==> src/rtl/tap_recorder.sv <==
// tap_recorder: records the cassette-output waveform into the tape cache RAM.
// Rising edges of tape_out are timed in microsecond ticks. Each accepted
// period becomes one bit: short = 1, long = 0. The bits are framed as
// start(0), 8 data bits LSB first, odd parity, stop(1). Every good byte is
// written to the next cache location.
module tap_recorder #(
    parameter int US_DIV        = 24,
    parameter int MIN_PERIOD_US = 200,
    parameter int BIT_THRESH_US = 520,
    parameter int MAX_PERIOD_US = 1000,
    parameter int ADDR_W        = 16
) (
    input  logic              clk_sys,
    input  logic              reset_n,
    input  logic              tape_out,
    input  logic              motor,
    input  logic              arm,
    input  logic              clear,
    output logic [ADDR_W-1:0] mem_addr,
    output logic [7:0]        mem_data,
    output logic              mem_wr,
    output logic [ADDR_W-1:0] rec_len,
    output logic              parity_err,
    output logic              frame_err,
    output logic              full,
    output logic              active
);

    // The prescaler is kept at least 1 bit wide so that US_DIV=1 still elaborates.
    localparam int PW = (US_DIV > 1) ? $clog2(US_DIV) : 1;
    // The period counter must be able to hold the saturation value MAX+1.
    localparam int CW = $clog2(MAX_PERIOD_US + 2);

    localparam logic [PW-1:0] PRE_TOP = PW'(US_DIV - 1);
    localparam logic [CW-1:0] CNT_SAT = CW'(MAX_PERIOD_US + 1);
    localparam logic [CW-1:0] CNT_MIN = CW'(MIN_PERIOD_US);
    localparam logic [CW-1:0] CNT_THR = CW'(BIT_THRESH_US);
    localparam logic [CW-1:0] CNT_MAX = CW'(MAX_PERIOD_US);

    typedef enum logic [1:0] {
        S_IDLE,
        S_DATA,
        S_PARITY,
        S_STOP
    } state_t;

    // ------------------------------------------------------------------
    // Input synchronizer and rising-edge detect
    // ------------------------------------------------------------------
    // Bit 0 and bit 1 form the two-flop synchronizer. Bit 2 holds the previous
    // synchronized value for edge detection.
    logic [2:0] sync_q;
    logic       active_q;
    logic       rise;

    // Synchronize tape_out into the clk_sys domain and register the enable.
    always_ff @(posedge clk_sys) begin
        if (!reset_n) begin
            sync_q   <= 3'b000;
            active_q <= 1'b0;
        end else begin
            sync_q   <= {sync_q[1:0], tape_out};
            active_q <= arm & motor;
        end
    end

    assign rise = sync_q[1] & ~sync_q[2];

    // ------------------------------------------------------------------
    // Period measurement
    // ------------------------------------------------------------------
    logic [PW-1:0] presc_q;
    logic [CW-1:0] cnt_q;
    logic          tick;
    logic          cnt_sat;
    logic          edge_ok;
    logic          long_edge;
    logic          bit_vld;
    logic          bit_val;

    assign tick      = (presc_q == PRE_TOP);
    assign cnt_sat   = (cnt_q == CNT_SAT);
    // An edge that comes too soon after the last accepted edge is a glitch.
    // Such an edge is ignored completely.
    assign edge_ok   = active_q & rise & (cnt_q >= CNT_MIN);
    assign long_edge = edge_ok & (cnt_q > CNT_MAX);
    assign bit_vld   = edge_ok & ~long_edge;
    assign bit_val   = (cnt_q <= CNT_THR);

    // Count microseconds since the last accepted edge, saturating as a timeout.
    always_ff @(posedge clk_sys) begin
        if (!reset_n || !active_q) begin
            presc_q <= '0;
            cnt_q   <= CNT_SAT;
        end else if (edge_ok) begin
            presc_q <= '0;
            cnt_q   <= '0;
        end else begin
            presc_q <= tick ? '0 : presc_q + 1'b1;
            if (tick && !cnt_sat) begin
                cnt_q <= cnt_q + 1'b1;
            end
        end
    end

    // ------------------------------------------------------------------
    // Frame decoder and cache writer
    // ------------------------------------------------------------------
    state_t            state_q, state_d;
    logic [2:0]        bitcnt_q, bitcnt_d;
    logic [7:0]        shift_q, shift_d;
    logic [ADDR_W-1:0] rec_len_q, rec_len_d;
    logic              perr_q, perr_d;
    logic              ferr_q, ferr_d;
    logic              mem_wr_q, mem_wr_d;
    logic [ADDR_W-1:0] mem_addr_q, mem_addr_d;
    logic [7:0]        mem_data_q, mem_data_d;
    logic              full_w;

    // The last cache location is left unused, so rec_len never wraps to 0.
    assign full_w = &rec_len_q;

    // Register the frame state, recording position, and write port.
    always_ff @(posedge clk_sys) begin
        if (!reset_n) begin
            state_q    <= S_IDLE;
            bitcnt_q   <= '0;
            shift_q    <= '0;
            rec_len_q  <= '0;
            perr_q     <= 1'b0;
            ferr_q     <= 1'b0;
            mem_wr_q   <= 1'b0;
            mem_addr_q <= '0;
            mem_data_q <= '0;
        end else begin
            state_q    <= state_d;
            bitcnt_q   <= bitcnt_d;
            shift_q    <= shift_d;
            rec_len_q  <= rec_len_d;
            perr_q     <= perr_d;
            ferr_q     <= ferr_d;
            mem_wr_q   <= mem_wr_d;
            mem_addr_q <= mem_addr_d;
            mem_data_q <= mem_data_d;
        end
    end

    // Compute the next frame state and the write request from each decoded bit.
    always_comb begin
        state_d    = state_q;
        bitcnt_d   = bitcnt_q;
        shift_d    = shift_q;
        rec_len_d  = rec_len_q;
        perr_d     = perr_q;
        ferr_d     = ferr_q;
        mem_wr_d   = 1'b0;
        mem_addr_d = mem_addr_q;
        mem_data_d = mem_data_q;

        if (!active_q) begin
            // A relay drop or disarm discards any partial frame.
            state_d = S_IDLE;
        end else if (long_edge || (cnt_sat && state_q != S_IDLE)) begin
            // A dropout inside a frame aborts it silently.
            state_d = S_IDLE;
        end else if (bit_vld) begin
            unique case (state_q)
                S_IDLE: begin
                    if (!bit_val) begin
                        state_d  = S_DATA;
                        bitcnt_d = '0;
                        shift_d  = '0;
                    end
                end
                S_DATA: begin
                    shift_d  = {bit_val, shift_q[7:1]};
                    bitcnt_d = bitcnt_q + 1'b1;
                    if (bitcnt_q == 3'd7) begin
                        state_d = S_PARITY;
                    end
                end
                S_PARITY: begin
                    // With odd parity, the data ones plus the parity bit must be odd.
                    if (^{shift_q, bit_val} == 1'b0) begin
                        perr_d = 1'b1;
                    end
                    state_d = S_STOP;
                end
                S_STOP: begin
                    if (bit_val) begin
                        if (!full_w) begin
                            mem_wr_d   = 1'b1;
                            mem_addr_d = rec_len_q;
                            mem_data_d = shift_q;
                            rec_len_d  = rec_len_q + 1'b1;
                        end
                    end else begin
                        // A bad stop bit discards the byte and is not a start bit.
                        ferr_d = 1'b1;
                    end
                    state_d = S_IDLE;
                end
                default: state_d = S_IDLE;
            endcase
        end

        // Clear overrides everything, including a write in the same cycle.
        if (clear) begin
            state_d    = S_IDLE;
            rec_len_d  = '0;
            perr_d     = 1'b0;
            ferr_d     = 1'b0;
            mem_wr_d   = 1'b0;
            mem_addr_d = mem_addr_q;
            mem_data_d = mem_data_q;
        end
    end

    assign mem_addr   = mem_addr_q;
    assign mem_data   = mem_data_q;
    assign mem_wr     = mem_wr_q;
    assign rec_len    = rec_len_q;
    assign parity_err = perr_q;
    assign frame_err  = ferr_q;
    assign full       = full_w;
    assign active     = active_q;

endmodule

==> config.mk <==
export PLATFORM = sky130hd
export DESIGN_NAME = tap_recorder
export DESIGN_NICKNAME = d
export VERILOG_FILES = /design/src/rtl/tap_recorder.sv
export SDC_FILE = /design/constraint.sdc
export NUM_CORES = 1
export LEC_CHECK = 0
export BUFFER_PORTS_ARGS = -buffer_cell sky130_fd_sc_hd__buf_2
export CAP_MARGIN = 20
export CELL_PAD_IN_SITES_DETAIL_PLACEMENT = 0
export CELL_PAD_IN_SITES_GLOBAL_PLACEMENT = 2
export CORE_AREA = 5 5 111 103
export CTS_CLUSTER_SIZE = 16
export DETAILED_ROUTE_END_ITERATION = 12
export DIE_AREA = 0 0 116 108
export PLACE_DENSITY = 0.85
export REMOVE_ABC_BUFFERS = 1
export SETUP_SLACK_MARGIN = 0.05
export SLEW_MARGIN = 20
export SYNTH_ARGS = -nofsm -noshare
export SYNTH_HDL_FRONTEND = slang
export SYNTH_SLANG_ARGS = --single-unit
export TNS_END_PERCENT = 30
==> constraint.sdc <==
create_clock -name clk_sys -period 2.8 [get_ports clk_sys]
set_input_delay 0.14 -clock clk_sys [delete_from_list [all_inputs] [get_ports clk_sys]]
set_output_delay 0.14 -clock clk_sys [all_outputs]
set_load 0.01 [all_outputs]
**Yosys cells after proc, flatten, opt, wreduce, memory -nomap -nowiden**

Cells that the tools add are included.
Widths: inputs -> output; s select.

- Add/subtract/negate cells: 4
- Magnitude comparators: 3
- Equality and inequality tests: 8
- Multiplexer cells: 10
- Bitwise gates (word level): 17
- Reduce and logical (&&, ||, !) cells: 24

Operators by type and width:

| cell | count |
|---|---|
| $mux 10 | 2 |
| $add 16x1->16 const B | 1 |
| $pmux 8 s2 | 1 |
| $reduce_and 16->1 | 1 |
| $reduce_and 5->1 | 3 |
| $not 1->1 | 11 |
| $add 10x1->10 const B | 1 |
| $eq 10x10->1 const B | 1 |
| $ge 10x8->1 const B | 1 |
| $gt 10x10->1 const B | 1 |
| $le 10x10->1 const B | 1 |
| $reduce_xor 9->1 | 1 |
| $mux 8 | 1 |
| $pmux 2 s4 | 1 |
| $reduce_and 7->1 | 1 |
| $reduce_or 7->1 | 1 |
| $and 1x1->1 | 6 |
| $pmux 3 s2 | 1 |
| $reduce_and 6->1 | 1 |
| $reduce_bool 2->1 | 3 |
| $add 5x1->5 const B | 1 |
| $eq 5x5->1 const B | 1 |
| $eq 2x2->1 const B | 2 |
| $mux 2 | 2 |
| 14 further kinds | 20 |

- Bits in registers: 75
- Bits of input ports: 6

**Logic depth before layout (Yosys ltp)**

Gate-level depths: netlist of the first run.

- Depth in word-level cells: 9
- Mapped depth: 9

**Worst setup path after synthesis of the first run**

Ideal clock, no wire load.

- Path type: register to register
- Start point: register cnt_q[9]
- End point: register mem_data_q[4] (netlist: mem_data[4])
- Setup time: 0.072 ns
- Arrival time: 2.109 ns
- Path slack: 0.619 ns
- Cell stages (with the launch flop): 7
- Clock period less this slack: 2.181 ns
- Path through: dfxtp_1 > or4b_4 > a211oi_4 > o211ai_4 > nor4_4 > buf_6 > mux2i_1

- Cells in the longest elaborated chain, start to end: 6

Ends and longest elaborated chain:

| element | RTL line | source |
|---|---|---|
| start, declared | 73 | `logic [CW-1:0] cnt_q;` |
| start signal, assigned | 101 | `cnt_q <= cnt_q + 1'b1;` |
| $ge 10x8->1 | 85 | `assign edge_ok = active_q & rise & (cnt_q >= CNT_MIN);` |
| $and 1x1->1 | 85 |  |
| $and 1x1->1 | 86 | `assign long_edge = edge_ok & (cnt_q > CNT_MAX);` |
| $not 1->1 / $logic_or 1x1->1 (equally long branches) | 87, 163 |  |
| $and 1x1->1 / $not 1->1 (equally long branches) | n/a |  |
| $reduce_and 7->1 (no source line) (*) | n/a |  |
| end signal, assigned | 144 | `mem_data_q <= mem_data_d;` |
| end, declared | 117 | `logic [7:0] mem_data_q, mem_data_d;` |

Mark *: on every way between the ends. The rest lies on a longest branch, timed or not.
A chain may end at the register's enable or synchronous reset.

**Worst setup path after layout of the first run**

- Start point: register rec_len_q[1] (netlist: rec_len[1])
- End point: output full

- Cells in the longest elaborated chain, start to end: 1

Ends and longest elaborated chain:

| element | RTL line | source |
|---|---|---|
| start, declared | 112 | `logic [ADDR_W-1:0] rec_len_q, rec_len_d;` |
| start signal, assigned | 139 | `rec_len_q <= rec_len_d;` |
| $reduce_and 16->1 | 121 | `assign full_w = &rec_len_q;` |
| end, declared | 25 | `output logic full,` |

No other way between the ends.

==> impl_metrics.ini, run 1 <==
[synthesis]
synth_top_family_by_area = simple AND/OR/NAND/NOR gates
synth-seq-area-share_pct = 43.5
ys_types = 55
synthTopCellsByCount = 75 x dfxtp_1, 68 x nand2_1, 25 x mux2i_1, 17 x a21oi_1, 15 x clkbuf_1
synth_simple_gate_area_share_pct = 21.9
netlist_area_um2 = 3450
synth_edf_count = 0
synth_adder_area_share_pct = 3.98
synth.area.mux_share_pct = 7.24
yosys_warnings = 0
synth_top_area_cell = dfxtp_1
netlist_instances = 381
ys.flop_type = dfxtp_1
yosysMostFrequentCell = dfxtp_1
synthArstFlopShare_pct = 0
synthXorXnorAreaFrac_pct = 4.82
ys_ff_latch = 75
syn_area_per_cell_um2 = 9.07
ys_top_cells_by_area = dfxtp_1 43%, nand2_1 7.4%, mux2i_1 7.2%, ha_1 4.0%, xnor2_1 3.5%
synth_compound_area_share_pct = 14.3
synth_top_area_share_pct = 43.5

[timing]
drv_slew = 0
skew_ns = 0.00999
setup_viol_count_final = 0
hold_violations = 0
max_freq_mhz = 404
hold_ws_ns = 0.0163
fin_ws_ns = 0.322
tightestPinTransition_ns = 0.741
fin_crit_sh_pct = 88.5
max-slew-margin-rel_pct = 50.4
post-route-min-period_ns = 2.48
rsz0062_at_grt = false

[global_routing]
top_usage_layer = met2
antenna_found_initial = 0
grt_pass1_wl_mm = 12.5
grt_pass1_vias = 2609
grt_util_met1_pct = 17.0
grt_max_degree = 47
gr-usage-all-layers_pct = 12.4
grt.met3_usage_pct = 4.25
gr-usage-met2_pct = 18.6
grt_remaining_overflow = 0

[worst_setup_path]
cp-end-kind = primary output
cp-startpoint = rec_len[1]$_SDFFE_PP0P_
cp_max_fo = 18
rr_worst_depth = 6
path_cells = ha_1 -> and2_1 -> nand4_1 -> or2_2 -> inv_2 -> buf_4 -> buf_2
critPathBufInv = 3
r2r_start = cnt_q[9]$_SDFFE_PP1P_
cpPeakStageDelay_ns = 0.45
path_class = flip-flop to primary output
crit_path_start_kind = flip-flop
arrival_ns = 2.34
crit_required_ns = 2.66
reg2reg_slack_ns = 0.33
cpMaxStageDelayCell = dfxtp_1
worst_r2r_endpoint = mem_addr[6]$_SDFFE_PN0P_
critPathTopFamily = simple AND/OR/NAND/NOR gates

[clocking]
numClockSinks = 75
clk_pin_slew_ns = 0.06
ctsResizeCount = 0
cts_made_buffers = 9
clock_path_buffers = 2
cts_tree = built
clk_latency_ns = 0.33
cts_hold_buf = 0
post-cts-setup-buffer-count = 0
clockRootBuffer = clkbuf_16
cts_max_level = 3

[power]
ir_drop_v = 0.000264
power_density_nw_per_um2 = 533
p_leak_nw = 1.55

[finish]
area_delta_synth_final_pct = 19.4
drive_gt1_share_pct = 18.9
fill_cells = 1027
nets = 446
diodes = 0

[floorplanning]
ios = 51
fp.coreArea_um2 = 10100
die_w_um = 116
die_h_um = 108
rows = 35
die_area_um2 = 12500
start_util_pct = 34.3

[worst_hold_path]
worst_hold_path.endpoint = sync_q[0]$_SDFF_PN0_
holdPathStages = 2
hp-start = tape_out
hold_class = primary input to flip-flop

[outcome]
status = finished, final reports clean

[placed_design]
gp_congestion = 0.801
port_buffers = 50
hpwl_mm = 5.42
pre_cts_ws_ns = 0.344

[drt]
via_count = 2844
final_antenna_net_count = 0
drtIter0Drc = 147
drc = 0
routedWlPerCell_um = 13.5
via_per_inst = 5.05
wirelength_mm = 7.62
firstDrtPassIters = 4

[run]
cap_violations = 0
per-layer routing:
metal,part of all wire (%),vias to the layer above
met2,43,64
li1,-,1455
met5,0,-
met1,50,1317
met4,1.0,0
met3,6.0,8
where the power goes:
group	leakage, nW	internal, mW	total, mW	switching (mW)
clock	0.132	0.631	1.09	0.461
sequential	0.605	1.07	1.07	0.00159
combinational	0.815	0.00945	0.0355	0.0260
final cells by class:
| type | instances | area, um^2 | area share (%) |
|---|---|---|---|
| multi-input cells | 274 | 1810 | 43.8 |
| clock buffers | 10 | 239 | 5.79 |
| flip-flops and latches | 75 | 1500 | 36.4 |
| repair buffers | 59 | 330 | 8.01 |
| inverters | 10 | 37.5 | 0.910 |
| clock inverters | 6 | 48.8 | 1.18 |
| well taps | 129 | 161 | 3.91 |
worst reg2reg max path: stages (launching register included):
cell and delay [ns]:
dfxtp_1 0.42, or4b_4 0.52, a211oi_4 0.39, o211ai_4 0.31, nor4_4 0.28, buf_12 0.25, mux2i_1 0.23
per-stage QoR:
stage	utilization [%]	TNS (ns)	power (mW)	instances	cell area, um^2
2_1_floorplan	-	-5.13	1.11	359	3340
3_3_place_gp	38.1	0	1.13	547	3840
3_5_place_dp	38.1	0	1.13	547	3840
4_1_cts	40.9	0	2.24	563	4120
5_1_grt	40.9	0	2.28	563	4120
6_report	40.9	0	2.20	563	4120
state kept, by name, indices dropped and copies added (netlist names), 2 cells and up:
register,flops
cnt_q,10
mem_data,8
presc_q,5
rec_len,16
mem_addr,16
bitcnt_q,3
shift_q,8
sync_q,3
state_q,2
cell usage in the layout (no fill, tap or decap), types with 2 or more instances in the layout:
cell type and count:
a21o_1 2, a21oi_1 17, a31oi_1 2, and2_1 7, and3_1 2, and4_1 2
buf_2 50, buf_4 8, clkbuf_16 9, clkinvlp_4 3, dfxtp_1 75, ha_1 11
inv_1 9, inv_6 2, mux2i_1 25, nand2_1 68, nand2b_1 4, nand3_1 11
nand3b_1 3, nand4_1 6, nor2_1 13, nor3_1 9, o21a_1 4, o21ai_0 9
o21ai_1 2, o22ai_1 10, o31ai_1 8, o41ai_1 3, or2_2 2, or4_1 11
xnor2_1 14, xor2_1 5
logic make-up after synthesis:
kind of cell,count (synthesis)
compound gates,71
fa+ha+maj,11
xor+xnor,19
buf+inv,32
mux,25
simple gates,148
flops,75
worst max path at each step:
stage                                           end  slack, ns  depth (start not counted)
final                                          full       0.32                          7
after floorplan            mem_addr[0]$_SDFFE_PN0P_      -0.21                          5
after detailed placement   mem_addr[6]$_SDFFE_PN0P_       0.34                          6
after global routing      mem_addr[15]$_SDFFE_PN0P_       0.15                          6
after global placement     mem_data[7]$_SDFFE_PN0P_       0.43                          6
after CTS                                      full       0.29                          7
Power figures use the tool's default switching activity.
==> run 2, diff against run 1 <==
- GPL_TIMING_DRIVEN: default -> 0
- SLEW_MARGIN: 20 -> 5
==> run 2 against run 1 <==
  * Wire length grew 6.2%
  * Maximum frequency shrank 3.4%
  * Flip-flop and latch count is the same
  * Critical endpoint is now shift_q[7]$_SDFFE_PN0P_
==> impl_metrics.ini, run 2 (same netlist as run 1, synthesis figures left out) <==
[drt]
routedWlPerCell_um = 14.4
firstDrtPassIters = 4
final_antenna_net_count = 0
wirelength_mm = 8.09
via_count = 2898
via_per_inst = 5.16
drc = 0
drtIter0Drc = 129

[finish]
final_common_cell = dfxtp_1
ff_latch_area_um2 = 1500
drive_gt1_share_pct = 19.2
final_cell_mix = 75 x dfxtp_1, 68 x nand2_1, 50 x buf_2
fill_cells = 1024
diodes = 0
nets = 445
fin_util_pct = 41.0
multiInputGateArea_um2 = 1830
area_delta_synth_final_pct = 19.7

[timing]
tightestPinTransition_ns = 1.00
fin_tns_setup_ns = 0
rsz0062_at_grt = true
skew_ns = 0.00701
max_freq_mhz = 390
hold_violations = 0
fin_ws_ns = 0.234
fin_crit_sh_pct = 91.6
drv_slew = 0
post-route-min-period_ns = 2.57
max-slew-margin-rel_pct = 33.3
setup_viol_count_final = 0

[placed_design]
pre_cts_ws_ns = -0.339
gp_congestion = 0.770
hpwl_mm = 5.25
port_buffers = 50

[clocking]
clock_path_buffers = 2
numClockSinks = 75
cts_made_buffers = 9
clockRootBuffer = clkbuf_16
cts_tree = built
cts_max_level = 3
clk_latency_ns = 0.33
clk_pin_slew_ns = 0.06
cts_hold_buf = 0

[floorplanning]
die_h_um = 108
fp.coreArea_um2 = 10100
start_util_pct = 34.3
rows = 35
ios = 51
die_area_um2 = 12500
die_w_um = 116

[worst_setup_path]
cp-end-kind = flip-flop
crit_required_ns = 3.03
arrival_ns = 2.80
cp_max_fo = 11
crit_path_start_kind = flip-flop
path_class = flip-flop to flip-flop

[power]
combinationalPowerShare_pct = 1.5
p_clk_share_pct = 50.1
seq_power_share_pct = 48.4
p_int_mw = 1.69
switching_share_pct = 23.4
p_leak_nw = 1.56
switching_power_mw = 0.518
power_density_nw_per_um2 = 535
ir_drop_v = 0.000213

[global_routing]
grt_pass1_wl_mm = 12.7
grt_remaining_overflow = 0
grt_pass1_vias = 2539
grt_max_degree = 62
antenna_found_initial = 0
gr-usage-all-layers_pct = 12.7

[worst_hold_path]
hold_class = primary input to flip-flop

[outcome]
status = finished, final reports clean

[run]
cap_violations = 0
## run 2: power by group through the flow
stage | registers, mW | clock network, mW | logic, mW
floorplan | 1.09 | 0 | 0.0108
global placement | 1.10 | 0 | 0.0319
detailed placement | 1.10 | 0 | 0.0328
CTS | 1.07 | 1.14 | 0.0329
global route | 1.07 | 1.19 | 0.0368
finish | 1.07 | 1.11 | 0.0328
## run 2: per-layer routing
| metal | vias to the layer above | track usage [%] | share of wire [%] |
|---|---|---|---|
| met5 | - | 0 | 0 |
| li1 | 1454 | - | - |
| met1 | 1352 | 18.3 | 50 |
| met4 | 0 | 5.22 | 1.3 |
| met2 | 83 | 17.8 | 42 |
| met3 | 9 | 3.36 | 6.3 |
## run 2: path summary, 6_finish.rpt
kind | start | endpoint | cells past startpoint | slack, ns
worst max-delay path | cnt_q[9]$_SDFFE_PP1P_ | shift_q[7]$_SDFFE_PN0P_ | 5 | 0.23
worst min-delay path | tape_out | sync_q[0]$_SDFF_PN0_ | 2 | 0.02
worst max register to register | cnt_q[9]$_SDFFE_PP1P_ | shift_q[7]$_SDFFE_PN0P_ | 5 | 0.23
worst min register to register | sync_q[0]$_SDFF_PN0_ | sync_q[1]$_SDFF_PN0_ | 1 | 0.43
## run 2: timing repair
item                       CTS  global route
setup endpoints to repair   33            35
resized for setup            1             2
buffers inserted             2             3
gates cloned                 0             1
pin swaps                    1             2
## run 2: area by class of cell
| type | instances | share of cell area, % |
|---|---|---|
| Clock buffer | 9 | 5.45 |
| Sequential cell | 75 | 36.3 |
| Timing Repair Buffer | 57 | 7.60 |
| Tap cell | 129 | 3.90 |
| Multi-Input combinational cell | 275 | 44.3 |
| Inverter | 10 | 0.908 |
| Clock inverter | 7 | 1.48 |
## run 2: per-stage QoR
step                hold WS [ns]  power, mW  cells  instance area (um^2)
global route              0.0157       2.30    562                  4130
floorplan                  0.262       1.11    359                  3340
global placement           0.349       1.13    538                  3760
detailed placement         0.353       1.13    540                  3780
finish                    0.0176       2.21    562                  4130
CTS                      0.00449       2.24    558                  4090
## run 2: critical path, cell delays in order, from the launching register on
cell,delay [ns]
dfxtp_1,0.45
or4b_4,0.53
a21o_1,0.21
a211oi_1,0.45
nand3b_1,0.48
o32ai_1,0.36
